[src/rtl/dmem_pkg.sv]
// Shared definitions for the data-memory arbiter and the datamemory it fronts.
package dmem_pkg;

  typedef enum logic {
    ARB    = 1'b0,
    FORCE1 = 1'b1
  } arb_state_t;

  localparam int STARVE_W   = 4;
  localparam int DMEM_DEPTH = 51;

endpackage

[src/rtl/dmem_resp_reg.sv]
// Registered per-port response: one-cycle valid strobe, error flag and read data.
module dmem_resp_reg #(
  parameter int CSIZE = 31
) (
  input  logic           clk,
  input  logic           rst_n,
  input  logic           gnt,
  input  logic           we,
  input  logic           in_range,
  input  logic [CSIZE:0] mem_rd,
  output logic           valid,
  output logic           err,
  output logic [CSIZE:0] rdata
);

  // Read data is the pre-write memory value; writes and errors return zero.
  always_ff @(posedge clk or negedge rst_n) begin
    if (!rst_n) begin
      valid <= 1'b0;
      err   <= 1'b0;
      rdata <= '0;
    end else begin
      valid <= gnt;
      err   <= gnt & ~in_range;
      rdata <= (gnt & ~we & in_range) ? mem_rd : '0;
    end
  end

endmodule

[src/rtl/dmem_arbiter.sv]
// Fixed-priority arbiter sharing datamemory between the MEM stage (port 0) and
// the debug/loader port (port 1), with a starvation guard for port 1.
module dmem_arbiter
  import dmem_pkg::*;
#(
  parameter int CSIZE      = 31,
  parameter int DEPTH      = DMEM_DEPTH,
  parameter int STARVE_MAX = 4
) (
  input  logic           clk,
  input  logic           rst_n,
  input  logic           p0_req,
  input  logic           p0_we,
  input  logic [CSIZE:0] p0_addr,
  input  logic [CSIZE:0] p0_wdata,
  output logic           p0_gnt,
  output logic           p0_valid,
  output logic [CSIZE:0] p0_rdata,
  output logic           p0_err,
  input  logic           p1_req,
  input  logic           p1_we,
  input  logic [CSIZE:0] p1_addr,
  input  logic [CSIZE:0] p1_wdata,
  output logic           p1_gnt,
  output logic           p1_valid,
  output logic [CSIZE:0] p1_rdata,
  output logic           p1_err,
  output logic [CSIZE:0] mem_a,
  output logic [CSIZE:0] mem_wd,
  output logic           mem_we,
  input  logic [CSIZE:0] mem_rd
);

  localparam logic [CSIZE:0]      DEPTH_A = (CSIZE+1)'(DEPTH);
  localparam logic [STARVE_W-1:0] SMAX    = STARVE_W'(STARVE_MAX);

  arb_state_t          state, state_nxt;
  logic [STARVE_W-1:0] starve_cnt;
  logic                p0_in_range, p1_in_range;

  assign p0_in_range = (p0_addr < DEPTH_A);
  assign p1_in_range = (p1_addr < DEPTH_A);

  always_ff @(posedge clk or negedge rst_n) begin
    if (!rst_n) state <= ARB;
    else        state <= state_nxt;
  end

  // FORCE1 lasts exactly one cycle whether or not port 1 still requests.
  always_comb begin
    state_nxt = state;
    case (state)
      ARB:     if (starve_cnt == SMAX) state_nxt = FORCE1;
      FORCE1:  state_nxt = ARB;
      default: state_nxt = ARB;
    endcase
  end

  always_comb begin
    p0_gnt = 1'b0;
    p1_gnt = 1'b0;
    case (state)
      ARB: begin
        p0_gnt = p0_req;
        p1_gnt = p1_req & ~p0_req;
      end
      FORCE1:  p1_gnt = p1_req;
      default: ;
    endcase
  end

  always_ff @(posedge clk or negedge rst_n) begin
    if (!rst_n)                     starve_cnt <= '0;
    else if (p1_gnt || !p1_req)     starve_cnt <= '0;
    else if (starve_cnt != SMAX)    starve_cnt <= starve_cnt + 1'b1;
  end

  // Out-of-range writes never reach the memory write enable.
  always_comb begin
    mem_a  = '0;
    mem_wd = '0;
    mem_we = 1'b0;
    if (p0_gnt) begin
      mem_a  = p0_addr;
      mem_wd = p0_wdata;
      mem_we = p0_we & p0_in_range;
    end else if (p1_gnt) begin
      mem_a  = p1_addr;
      mem_wd = p1_wdata;
      mem_we = p1_we & p1_in_range;
    end
  end

  dmem_resp_reg #(.CSIZE(CSIZE)) u_resp0 (
    .clk      (clk),
    .rst_n    (rst_n),
    .gnt      (p0_gnt),
    .we       (p0_we),
    .in_range (p0_in_range),
    .mem_rd   (mem_rd),
    .valid    (p0_valid),
    .err      (p0_err),
    .rdata    (p0_rdata)
  );

  dmem_resp_reg #(.CSIZE(CSIZE)) u_resp1 (
    .clk      (clk),
    .rst_n    (rst_n),
    .gnt      (p1_gnt),
    .we       (p1_we),
    .in_range (p1_in_range),
    .mem_rd   (mem_rd),
    .valid    (p1_valid),
    .err      (p1_err),
    .rdata    (p1_rdata)
  );

endmodule

[config.mk]
export PLATFORM = sky130hd
export DESIGN_NAME = dmem_arbiter
export DESIGN_NICKNAME = d
export VERILOG_FILES = /design/src/rtl/dmem_pkg.sv /design/src/rtl/dmem_resp_reg.sv /design/src/rtl/dmem_arbiter.sv
export SDC_FILE = /design/constraint.sdc
export NUM_CORES = 1
export LEC_CHECK = 0
export BUFFER_PORTS_ARGS = -buffer_cell sky130_fd_sc_hd__buf_2
export CAP_MARGIN = 15
export CORE_AREA = 3 3 114 116
export DETAILED_ROUTE_END_ITERATION = 10
export DIE_AREA = 0 0 117 119
export PLACE_DENSITY = 0.69
export SETUP_SLACK_MARGIN = 0.3
export SLEW_MARGIN = 30
export SYNTH_ARGS = -nofsm -noshare
export SYNTH_HDL_FRONTEND = slang
export SYNTH_HIERARCHICAL = 1
export SYNTH_SLANG_ARGS = --single-unit
export TNS_END_PERCENT = 100
[constraint.sdc]
create_clock -name clk -period 1.43 [get_ports clk]
set_input_delay 0.2145 -clock clk [delete_from_list [all_inputs] [get_ports clk]]
set_output_delay 0.2145 -clock clk [all_outputs]
set_load 0.02 [all_outputs]
==> results.md <==
* Final setup violation count at 133
* Syn_area_per_cell at 9.23 µm²
* Via-to-Cell Ratio at 5.04
* Register area at 1830 µm²
* Element type at the critical path start: register
* Hold WC Path Type: in -> reg
* CP most frequent cell: nor2b_4
* Core Rows at 40
* # fillers at 838
* First-pass DRT Iterations at 4
* CTS tree: done
* Peak VDD IR at 0.499 mV
* PD cells at 731 nW/µm²
* Status: finished with violations
* Core region area at 12000 µm²
* Worst EP arrival at 1.64 ns
* Clock Latency Late Sink at 0.32 ns
* Required time of the worst setup path at 1.22 ns
* Routability Congestion at 0.901
* Setup CP Type: reg -> out
* Clk buf depth at 2
* Root Driver: clkbuf_16
* Multi-input logic area at 3050 µm²
* Number of library cell types mapped by synthesis at 32
* Initial DRC count at 228
* CP Max Fanout at 8
* Crit path max-delay family: buffers and inverters
* Largest net degree at the start of global routing at 74
* Max stage delay cell, worst path: dfrtp_1
* Setup crit end kind: output pin
* Clock transition at the registers of the reported paths at 0.06 ns
* Total grt overflow at 0
* Slew Limit Headroom at 73.0%
* #FFs+latches synth at 73
* Worst path max stage delay at 0.39 ns
* Die H at 119 µm
* Pre-CTS setup slack at -0.545 ns
* Fin. max-slew vios at 0
* Ports at 301
* Number of clock sinks at 73
* Global-route wire length before repair at 25.1 mm
* Syn nets at 585
* Initial Util at 32.1%
* Setup ws final at -0.424 ns
* Number of global-route vias before repair at 4851
* Leak at 0.00453 µW
* Bufs and invs on worst path at 3
* Setup Skew at 0.00538 ns
* Share of cells above drive strength 1 at 70.3%
* Nets at 950
* Tot GR Track Use at 22.7%
* Fin crit period at 1.85 ns
* Max Clk Rate at 0.539 GHz
* Syn Inst Count at 417
* Post-Route WL at 17.2 mm
* Routed len/inst at 18.3 µm
* Clock buffer count from CTS at 9
* Synth warn at 6
* # H-tree levels at 3
* Mapped Area at 3850 µm²
* DRC at 0
* Area Growth Syn to Fin at 117%
* Register area share after synthesis at 47.4%
* Final period utilization at 130%
* HPWL reported at the end of detailed placement at 12.5 mm
* Setup TNS at -40.02 ns
* RSZ-0062 raised after global routing: true
* IO buf count at 300
* Fin. Hold Viols at 0
* CP cell instances: nor2b_4, buf_12, buf_16, nor2b_4, nand3_2, o32ai_4, buf_6
* Maxcap violations at 0
* Initial antenna violation count at 2
* Antenna viol nets, final at 0
* Via count at 4715
* Least-Margin Pin Slew at 0.404 ns
* Die ar. at 13900 µm²
* Violated checks: setup timing
* Die width at 117 µm
## where the power goes
group	leakage, µW	internal, µW	switching [µW]
Sequential	0.00101	2080	5.56
Clock	0.000131	1260	789
Combinational	0.00339	942	1030
## cell usage in the layout, fill, tap and decap left out, types with 14 or more instances in the layout
cell / count
nand2_4: 65
dfrtp_1: 73
buf_12: 14
buf_2: 245
nand2_1: 66
o21ai_4: 64
buf_6: 55
and4b_1: 64
buf_4: 58
clkbuf_16: 15
## Yosys cell counts
library cell	number	area [µm²]
nor4_2	1	12.5
o21ai_0	61	305
buf_6	6	67.6
dfrtp_1	73	1830
xnor2_1	2	17.5
a211oi_1	1	7.51
nand4_1	2	12.5
buf_2	5	25.0
nand3_1	3	15.0
nor4_4	1	21.3
nor3_2	1	10.0
nand3b_1	1	7.51
clkbuf_1	14	52.6
a211o_1	1	8.76
nand2_1	131	492
xor2_1	1	8.76
and4b_1	64	641
o32ai_2	1	16.3
o21ai_1	3	15.0
nor2b_1	5	31.3
or4_1	1	7.51
or4_4	1	11.3
and3_1	2	12.5
inv_1	2	7.51
nor3_1	1	5.00
nor4_1	8	50.1
nor3b_1	1	7.51
nor2_1	6	22.5
buf_4	12	90.1
buf_1	2	7.51
ha_1	2	25.0
a21oi_1	2	10.0
## what timing repair did
action                                  CTS  global route
endpoints found under the setup margin  137           139
resized for setup                        90            58
setup buffers                             4            12
endpoints found under the hold margin    73             0
pin swaps                                 5            10
hold buffers                              1             0
cloned                                    1             6
## routing by layer
layer  global-route usage, %  routed length, µm  vias to the layer above
met1                    25.1               6170                     2264
met3                    7.01               1340                       27
met2                    41.0               9240                      215
li1                        -                  -                     2209
met4                    6.95                413                        0
met5                       0                  0                        -
## through the flow
stage	area (µm²)	power, µW	std cells	hold WS, ns	utilization, %
2_1_floorplan	5280	3070	417	-0.0811	-
3_3_place_gp	7220	3730	894	0.262	60.1
3_5_place_dp	7220	3760	894	0.267	60.1
4_1_cts	7880	5980	916	0.177	65.6
5_1_grt	8350	6330	936	0.183	69.5
6_report	8350	6100	936	0.181	69.5
## layout make-up
| class | instances | area share [%] |
|---|---|---|
| Antenna cell | 2 | 0.0600 |
| Inverter | 2 | 0.0899 |
| Clock inverter | 4 | 0.330 |
| Clock buffer | 12 | 3.07 |
| Tap cell | 147 | 2.20 |
| Multi-Input combinational cell | 303 | 36.6 |
| Timing Repair Buffer | 393 | 35.8 |
| Sequential cell | 73 | 21.9 |
## cells by family after synthesis
kind of cell	synth area share (%)
adder cells (fa/ha/maj)	0.650
buffers and inverters	6.50
XOR/XNOR	0.683
AO/OA/AOI/OAI	9.42
AND/OR/NAND/NOR	35.3
flip-flops	47.4
## worst paths after layout
| path | start | endpoint | slack, ns | cells past startpoint |
|---|---|---|---|---|
| hold / removal | mem_rd[11] | u_resp0/rdata[11] | 0.18 | 2 |
| min in group asynchronous | rst_n | u_resp1/rdata[10] | 0.45 | 3 |
| setup reg to reg | state | u_resp1/rdata[24] | -0.21 | 8 |
| max in group asynchronous | rst_n | u_resp0/valid | 0.69 | 3 |
| hold reg to reg | state | state | 0.48 | 1 |
| setup / recovery | state | mem_we | -0.42 | 7 |
## registers in the layout (all words and copies together) (netlist names)
signal / flops
u_resp0/rdata: 32
u_resp0/valid: 1
u_resp0/err: 1
starve_cnt: 4
u_resp1/rdata: 32
state: 1
u_resp1/err: 1
u_resp1/valid: 1
(Power assumes the default switching activity.)
